File: src/rtl/jogo_unidade_controle.sv
// Moore control unit for the memory game: sequences counter, switch register and comparator.
// Optional JOGO_TIMEOUT_EN adds a per-move watchdog and the fim_timeout end state.
module jogo_unidade_controle #(
   parameter int TIMEOUT = 3000
) (
   input  logic       clock,
   input  logic       reset,
   input  logic       iniciar,
   input  logic       jogada,
   input  logic       fimC,
   input  logic       igual,
   output logic       zeraC,
   output logic       contaC,
   output logic       zeraR,
   output logic       registraR,
   output logic       pronto,
   output logic       acertou,
   output logic       errou,
   output logic       timeout,
   output logic [3:0] db_estado
);

   if (TIMEOUT < 2) begin : g_timeout_check
      $error("jogo_unidade_controle: TIMEOUT must be at least 2");
   end

   typedef enum logic [3:0] {
      inicial     = 4'h0,
      preparacao  = 4'h1,
      espera      = 4'h2,
      registra    = 4'h4,
      comparacao  = 4'h5,
      proximo     = 4'h6,
      fim_acerto  = 4'hA,
`ifdef JOGO_TIMEOUT_EN
      fim_timeout = 4'hC,
`endif
      fim_erro    = 4'hE
   } estado_t;

   estado_t estado, proximo_estado;

   always_ff @(posedge clock) begin
      if (reset) estado <= inicial;
      else       estado <= proximo_estado;
   end

`ifdef JOGO_TIMEOUT_EN
   localparam int WD_W = $clog2(TIMEOUT);
   localparam logic [WD_W-1:0] WD_MAX = WD_W'(TIMEOUT - 1);

   logic [WD_W-1:0] watchdog;

   // Counts only while in espera, so every espera visit starts again from zero.
   always_ff @(posedge clock) begin
      if (reset)                 watchdog <= '0;
      else if (estado == espera) watchdog <= watchdog + 1'b1;
      else                       watchdog <= '0;
   end
`endif

   always_comb begin
      proximo_estado = estado;
      zeraC          = 1'b0;
      contaC         = 1'b0;
      zeraR          = 1'b0;
      registraR      = 1'b0;
      pronto         = 1'b0;
      acertou        = 1'b0;
      errou          = 1'b0;
      timeout        = 1'b0;
      db_estado      = 4'hF;
      unique case (estado)
         inicial: begin
            zeraC     = 1'b1;
            zeraR     = 1'b1;
            db_estado = 4'h0;
            if (iniciar) proximo_estado = preparacao;
         end
         preparacao: begin
            zeraC          = 1'b1;
            zeraR          = 1'b1;
            db_estado      = 4'h1;
            proximo_estado = espera;
         end
         espera: begin
            db_estado = 4'h2;
            // A move arriving on the last allowed cycle still beats the watchdog.
            if (jogada) proximo_estado = registra;
`ifdef JOGO_TIMEOUT_EN
            else if (watchdog == WD_MAX) proximo_estado = fim_timeout;
`endif
         end
         registra: begin
            registraR      = 1'b1;
            db_estado      = 4'h4;
            proximo_estado = comparacao;
         end
         comparacao: begin
            db_estado = 4'h5;
            if (!igual)     proximo_estado = fim_erro;
            else if (fimC)  proximo_estado = fim_acerto;
            else            proximo_estado = proximo;
         end
         proximo: begin
            contaC         = 1'b1;
            db_estado      = 4'h6;
            proximo_estado = espera;
         end
         fim_acerto: begin
            pronto    = 1'b1;
            acertou   = 1'b1;
            db_estado = 4'hA;
            if (iniciar) proximo_estado = preparacao;
         end
         fim_erro: begin
            pronto    = 1'b1;
            errou     = 1'b1;
            db_estado = 4'hE;
            if (iniciar) proximo_estado = preparacao;
         end
`ifdef JOGO_TIMEOUT_EN
         fim_timeout: begin
            pronto    = 1'b1;
            timeout   = 1'b1;
            db_estado = 4'hC;
            if (iniciar) proximo_estado = preparacao;
         end
`endif
         default: begin
            proximo_estado = inicial;
         end
      endcase
   end

endmodule

File: config.mk
export PLATFORM = sky130hd
export DESIGN_NAME = jogo_unidade_controle
export DESIGN_NICKNAME = d
export VERILOG_FILES = /design/src/rtl/jogo_unidade_controle.sv
export SDC_FILE = /design/constraint.sdc
export NUM_CORES = 1
export LEC_CHECK = 0
export ABC_CLOCK_PERIOD_IN_PS = 3340
export BUFFER_PORTS_ARGS = -buffer_cell sky130_fd_sc_hd__buf_4
export CAP_MARGIN = 20
export CORE_AREA = 8 8 45 47
export CTS_BUF_LIST = sky130_fd_sc_hd__clkbuf_8
export CTS_CLUSTER_DIAMETER = 120
export DETAILED_ROUTE_END_ITERATION = 7
export DIE_AREA = 0 0 53 55
export GPL_TIMING_DRIVEN = 0
export PLACE_DENSITY = 0.57
export SYNTH_ARGS = -nofsm -noshare
export SYNTH_HDL_FRONTEND = slang
export SYNTH_SLANG_ARGS = --single-unit
File: constraint.sdc
create_clock -name clock -period 3.34 [get_ports clock]
set_input_delay 0.835 -clock clock [delete_from_list [all_inputs] [get_ports clock]]
set_output_delay 0.835 -clock clock [all_outputs]
set_load 0.05 [all_outputs]
# Word-level counts from Yosys, hierarchy flattened
# Cells that the tools add are included.
[word_totals] ff_bits=4 output_inout_bits=12 latchBits=0 ram_bits=0 inputBits=6 rom_bits=0 n_memories=0 elab_cells=28
[classes] div_mod_pow=0 shift=0 reduce_logical=6 bitwise=0 magnitude_cmp=0 mux=12 n_mul=0 n_addsub=0 n_eq_ne=9
[ops] operator="case mux 4 bit (8 select lines)" n=1
[ops] operator="case mux 4 bit (5 select lines)" n=1
[ops] operator="two-way mux 4 bit" n=4
[ops] operator="equality test 4 x 3 -> 1 bit, second input constant" n=3
[ops] operator="equality test 4 bit, second input constant" n=2
[ops] operator="two-way mux 1 bit" n=6
[ops] operator="OR reduction 2 bit" n=3
[ops] operator="equality test 4 x 1 -> 1 bit, second input constant" n=1
[ops] operator="equality test 4 x 2 -> 1 bit, second input constant" n=1
[ops] operator="zero test 4 bit" n=1
[ops] operator="OR reduction 3 bit" n=1
[ops] operator="!= test 2 x 1 -> 1 bit, second input constant" n=1
[ops] operator="!= test 2 bit, second input constant" n=1
[ops] operator="AND reduction 2 bit" n=1

# Logic depth before layout (Yosys ltp)
# Gate-level depths: netlist (run 1).
[depth] depth_word=4 ltp_mapped=5 depth_no_buf=4

# Worst setup path after synthesis (run 1)
# No wires, ideal clock.
[synth_timing] path_type="reg2out" startpoint="reg estado[3]" endpoint="out zeraR" required_ns=2.505 n_path_buf=2 stages_incl_launch_ff=5 setup_slack_ns=0.693 t_arrival_ns=1.812 path_cell_list="dfxtp_1 buf_4 or2_4 nor2_1 buf_4"
[synth_via] elab_chain_cells=3 word_cells_on_any_way=4 cone_classes="eq/ne (1); mux (1); reduce/logical (2)"
[synth_lines] item="start: declaration" line="41" rtl="estado_t estado, proximo_estado;"
[synth_lines] item="start signal: assignment" line="44" rtl="if (reset) estado <= inicial;"
[synth_lines] item="start signal: assignment" line="45" rtl="else estado <= proximo_estado;"
[synth_lines] item="equality test 4 x 1 -> 1 bit / zero test 4 bit (equally long branches)"
[synth_lines] item="OR reduction 2 bit (no line) (*)"
[synth_lines] item="two-way mux 1 bit (*)"
[synth_lines] item="end: declaration" line="14" rtl="output logic zeraR,"
# Mark *: on every way between the ends. The rest lies on a longest branch, timed or not.

# Worst setup path in the final report (run 1)
[layout_timing] startpoint="reg estado[1]" endpoint="out zeraR"
[layout_via] elab_chain_cells=3 word_cells_on_any_way=4 cone_classes="eq/ne (1); mux (1); reduce/logical (2)"
[layout_lines] item="equality test 4 x 1 -> 1 bit / zero test 4 bit (equally long branches)" line="73" rtl="unique case (estado)"
[layout_lines] item="OR reduction 2 bit (no line) (*)"
[layout_lines] item="two-way mux 1 bit (*)" line="73"
# Marked as above.

==> qor.txt, run 1 <==
fin crit share: 66.2%
Yosys warnings: 0
Top cell by count, worst path: buf_4
RSZ-0062 raised after global routing: no
Cell Count Post-Placement: 81
max cap viols: 0
Critical Path Fanout Max: 10
final setup violation count: 0
Die Footprint: 2920 um2
Buffers & Inverters on Critical Path: 3
Max Root-Sink Buffers: 2
Synthesized Nets: 55
status: complete, no violations
Setup Fix Bufs, Post-CTS: 0
Final HPWL DP: 753 um
Int Pwr: 0.181 mW
Avg WL per Cell: 11.6 um
proportion of layout cells with a drive suffix above 1: 47.1%
# nets final: 76
vias in the first global route: 386
initial core utilization: 27.5%
Routed Antenna Nets: 0
worst-path cell chain: buf_4 -> or2_4 -> nor2_1 -> buf_4 -> buf_4
slowest CP cell: dfxtp_1
end of the worst hold path: estado[0]$_SDFFE_PP0P_
total of fill cells in the finished design: 151
Sw Pwr: 0.110 mW
Peak VDD IR: 0.000227 V
cells on worst reg2reg path: 5
RR Endpoint: estado[2]$_SDFFE_PP0P_
power density cells: 517 nW/um2
Worst-path clk slew: 30 ps
sequential share of the synthesized area: 21.1%
number of synthesized register bits: 4
n_diodes: 0
CTS tree: yes
switch share: 37.8%
largest net degree at the start of global routing: 11
crit end category: output port
global route total overflow: 0
Final Max Slew Viols: 0
Sequential Area: 80.1 um2
kind of cell adding the most delay to the critical path: buffers and inverters
final total negative setup slack: 0 ps
sequential share of power: 19.2%
clock sink total: 4
Placed Area: 520 um2
CTS H-tree depth: 1
commonest non-fill, non-tap cell in the layout: buf_4
Critical R2R Launch: estado[2]$_SDFFE_PP0P_
gpl congestion: 0.754
hold_buf cts: 0
global-route wire length before repair: 1570 um
root buf cell: clkbuf_8
Top Registers: estado x4
Layout area overhead: 47.7%
synthesized area: 380 um2
crit start category: flop
Port Buf Inserts: 16
Biggest register: estado
Post-Synthesis Cells: 49
chip width: 53 um
leak pwr: 0.289 nW
Final Skew: 0.121 ps
Min-Delay Path Depth: 2
DR vias: 374
library cells used by synthesis: 28
crit path kind: reg2out
crit path DAT: 1380 ps
Total GRT Usage: 7.22%
vias per inst: 4.45
Hold Path Class: reg2reg
Comb power frac: 46.5%
Clock Power Share: 34.3%
CP max stage delay: 320 ps
Finished Layout Cells: 84
max FFs per register: 4
clk_lat worst skew: 210 ps
IO Pins: 18
core area: 1380 um2
multi-input logic area: 240 um2
CTS buffer count: 3
FMAX: 452 MHz
Final Critical Period: 2210 ps
Pre-Repair DR Iteration Count: 4
# rows: 14
post-route cell area: 562 um2
Min-Delay Startpoint: estado[0]$_SDFFE_PP0P_
most frequent cells in the layout: buf_4 (20), nor2_1 (7), nand2b_1 (4), dfxtp_1 (4)
DRC: 0
antenna violations before repair: 0
DRC marker count from the first detailed-route iteration: 11
Avg Inst Size Synth: 7.76 um2
register-to-register setup slack: 2230 ps
CTS resizes: 0
Final Hold Fails: 0
Required @ worst endpoint: 2500 ps
Die Ht: 55 um
Detailed Route WL: 975 um
==> worst max-delay path by stage <==
stage	slack [ps]	end	start	depth (start not counted)
after floorplan	690	zeraR	estado[3]$_SDFFE_PP0P_	4
final	1130	zeraR	estado[1]$_SDFFE_PP0P_	5
after global placement	1360	zeraR	estado[1]$_SDFFE_PP0P_	5
after global routing	1070	zeraR	estado[1]$_SDFFE_PP0P_	5
after CTS	1110	zeraR	estado[1]$_SDFFE_PP0P_	5
after detailed placement	1340	zeraR	estado[1]$_SDFFE_PP0P_	5
==> logic make-up (layout without fill, tap and decap cells) <==
group	Yosys count	after routing	synth area share, %
AOI/OAI and AO/OA	12	12	21.7
buffers and inverters	8	27	15.8
DFF	4	4	21.1
other	1	1	0.986
and+or+nand+nor	24	24	40.5
==> power groups by stage <==
| stage | combinational, mW | clock [mW] | sequential (mW) |
|---|---|---|---|
| floorplan | 0.102 | 0 | 0.0559 |
| finish | 0.135 | 0.0997 | 0.0557 |
| global route | 0.145 | 0.108 | 0.0563 |
| detailed placement | 0.136 | 0 | 0.0565 |
| global placement | 0.136 | 0 | 0.0564 |
| CTS | 0.136 | 0.103 | 0.0559 |
==> layout make-up <==
| class | count | area share [%] |
|---|---|---|
| repair buffers | 16 | 21.4 |
| plain buffers | 6 | 9.35 |
| flip-flops and latches | 4 | 14.3 |
| inverters | 2 | 1.34 |
| well taps | 16 | 3.56 |
| multi-input cells | 37 | 42.8 |
| clock buffers | 3 | 7.35 |
==> cells in the mapped netlist <==
master | instances | area [um2]
a21o_1 | 1 | 7.51
nor2b_1 | 1 | 6.26
inv_1 | 2 | 7.51
and3b_1 | 1 | 8.76
nor2_1 | 7 | 26.3
o21ai_1 | 1 | 5.00
buf_4 | 4 | 30.0
or2_4 | 1 | 8.76
buf_6 | 2 | 22.5
a311o_1 | 1 | 10.0
and3_2 | 1 | 7.51
a31oi_1 | 2 | 12.5
o21ai_0 | 1 | 5.00
a21oi_1 | 3 | 15.0
dfxtp_1 | 4 | 80.1
o32a_1 | 1 | 10.0
nand2b_1 | 4 | 25.0
o22a_1 | 1 | 8.76
a21oi_2 | 1 | 8.76
nand2_1 | 2 | 7.51
nor3b_2 | 1 | 12.5
nand2b_4 | 1 | 13.8
nand3_1 | 1 | 5.00
and3_1 | 1 | 6.26
nor3_2 | 1 | 10.0
conb_1 | 1 | 3.75
nor3b_1 | 1 | 7.51
nor2b_2 | 1 | 8.76
==> metrics by stage <==
step | hold WS, ps | utilization, % | setup slack (ps) | total power, mW
final | 612 | 40.6 | 1130 | 0.291
after global routing | 657 | 40.6 | 1070 | 0.309
after CTS | 623 | 40.6 | 1110 | 0.295
after detailed placement | 618 | 37.6 | 1340 | 0.192
after global placement | 612 | 37.6 | 1360 | 0.192
after floorplan | 569 | - | 693 | 0.158
==> metal layers <==
metal	GRT usage, %	vias to the layer above	wire length [um]
met2	9.96	17	413
li1	-	203	-
met5	0	-	0
met3	2.41	0	107
met1	8.37	154	454
met4	7.33	0	0
==> worst reg2reg max path, delay by kind of cell (launching register included) <==
family / cells / cell delay (ps)
AO/OA/AOI/OAI: 2 / 380
buffers and inverters: 1 / 130
AND/OR/NAND/NOR: 2 / 220
flip-flops: 1 / 310
Note: power is estimated with default switching activity, not from simulation.
==> run 2, diff against run 1 <==
Settings changed: ABC_CLOCK_PERIOD_IN_PS 3340 to 2300.
Clock period 3.34 ns to 2.3 ns, I/O delays scaled along.
==> run 2 against run 1 <==
  * Sequential cell count is the same
  * Hold slack lost 50 ps
  * First-iteration DRC count shrank 91%
  * Global-route usage shrank 0.61 points
  * Register-to-register slack lost 1000 ps
  * Combinational power grew 46%
  * Cell area grew 0.45%
  * Largest cell class unchanged
  * Sequential share of layout area shrank 0.063 points
  * Power grew 45%
  * Die area is the same
  * Wire length shrank 0.10%
  * Clock skew grew 1.4 ps
==> qor.txt, run 2 (synthesis gave the netlist of run 1 again) <==
status: complete, no violations
Final Critical Period: 1910 ps
final total negative setup slack: 0 ps (unchanged)
RSZ-0062 raised after global routing: no
FMAX: 524 MHz
hold slack: 562 ps (-50.2 ps)
chip width: 53 um (unchanged)
crit start category: flop
vias in the first global route: 366 (-5.2%)
n_diodes: 0 (unchanged)
Avg WL per Cell: 11.6 um (-0.10%)
Die Ht: 55 um (unchanged)
Worst-path clk slew: 30 ps (about the same)
Pre-Repair DR Iteration Count: 4 (unchanged)
Critical Path Fanout Max: 10 (unchanged)
hold_buf cts: 0 (unchanged)
leak pwr: 0.290 nW (+0.21%)
CTS buffer count: 3 (unchanged)
crit end category: output port
crit path DAT: 1330 ps (-50 ps)
proportion of layout cells with a drive suffix above 1: 48.5% (+1.5 points)
global route total overflow: 0 (unchanged)
total of fill cells in the finished design: 154 (+2.0%)
fin crit share: 82.9%
# nets final: 76 (unchanged)
Layout area overhead: 48.4%
CP max stage delay: 310 ps (about the same)
DR vias: 394 (+5.3%)
Finished Layout Cells: 84 (unchanged)
power density cells: 748 nW/um2 (+44%)
# rows: 14 (unchanged)
worst-path cell chain: buf_4 -> or2_4 -> nor2_2 -> buf_4 -> buf_4
max cap viols: 0 (unchanged)
slowest CP cell: dfxtp_1
Total GRT Usage: 6.61% (-0.61 points)
CTS resizes: 0 (unchanged)
Hold Path Class: in2reg
final setup violation count: 0 (unchanged)
Final Hold Fails: 0 (unchanged)
Routed Antenna Nets: 0 (unchanged)
root buf cell: clkbuf_8
Final HPWL DP: 783 um (+4.0%)
clk_lat worst skew: 210 ps (about the same)
CTS H-tree depth: 1 (unchanged)
Cell Count Post-Placement: 81 (unchanged)
core area: 1380 um2 (unchanged)
IO Pins: 18 (unchanged)
Die Footprint: 2920 um2 (unchanged)
max FFs per register: 4 (unchanged)
setup slack after layout: 393 ps (-736 ps)
initial core utilization: 27.5% (unchanged)
largest net degree at the start of global routing: 11 (unchanged)
DRC marker count from the first detailed-route iteration: 1 (-10)
Max Root-Sink Buffers: 2 (unchanged)
total power: 0.422 mW (+45%)
vias per inst: 4.69 (+5.3%)
Setup Fix Bufs, Post-CTS: 0 (unchanged)
gpl congestion: 0.679 (-10%)
DRC: 0 (unchanged)
antenna violations before repair: 0 (unchanged)
commonest non-fill, non-tap cell in the layout: buf_4
post-layout util: 40.8% (+0.18 points)
Detailed Route WL: 974 um (-0.10%)
Top cell by count, worst path: buf_4
Top Registers: estado x4
Port Buf Inserts: 16 (unchanged)
clock sink total: 4 (unchanged)
Final Skew: 1.51 ps (+1.39 ps)
global-route wire length before repair: 1420 um (-9.3%)
Biggest register: estado
crit path kind: reg2out
pre-CTS WS: 613 ps (-730 ps)
most frequent cells in the layout: buf_4 (20), nor2_1 (6), nand2b_1 (4), dfxtp_1 (4)
post-route cell area: 564 um2 (+0.45%)
Required @ worst endpoint: 1730 ps (-770 ps)
Final Max Slew Viols: 0 (unchanged)
Placed Area: 523 um2 (+0.48%)
Peak VDD IR: 0.000352 V (+55%)
CTS tree: yes
-- run 2: per-layer routing --
| layer | vias to the layer above | GRT usage [%] | part of all wire, % |
|---|---|---|---|
| met4 | 0 | 5.17 | 1.5 |
| met5 | - | 0 | 0 |
| met3 | 2 | 2.41 | 12 |
| met2 | 14 | 11.7 | 46 |
| met1 | 171 | 6.08 | 40 |
| li1 | 207 | - | - |
-- run 2: area by class of cell --
cell class	instances	area (um2)	area share, %
timing repair buffer	16	120	21.3
clock buffer	3	41.3	7.32
tap	16	20.0	3.55
sequential	4	80.1	14.2
multi-input combinational	37	243	43.0
inverter	2	7.51	1.33
buffer	6	52.6	9.31
-- run 2: worst paths after layout --
path / startpoint / to / slack [ps] / cells after the start
worst max-delay path: estado[1]$_SDFFE_PP0P_ / zeraR / 390 / 5
worst min-delay path: reset / estado[3]$_SDFFE_PP0P_ / 560 / 2
worst max register to register: estado[2]$_SDFFE_PP0P_ / estado[2]$_SDFFE_PP0P_ / 1200 / 5
worst min register to register: estado[0]$_SDFFE_PP0P_ / estado[0]$_SDFFE_PP0P_ / 620 / 2
-- run 2: worst max-delay path: cells and delay by family (launching register included) --
kind / cells / cell delay [ps]
simple gates: 2 / 350
flops: 1 / 310
buf+inv: 3 / 460
-- run 2: power by group --
group	switching, mW	internal (mW)
Clock	0.0328	0.111
Sequential	0.00452	0.0765
Combinational	0.122	0.0753
Total	0.159	0.263
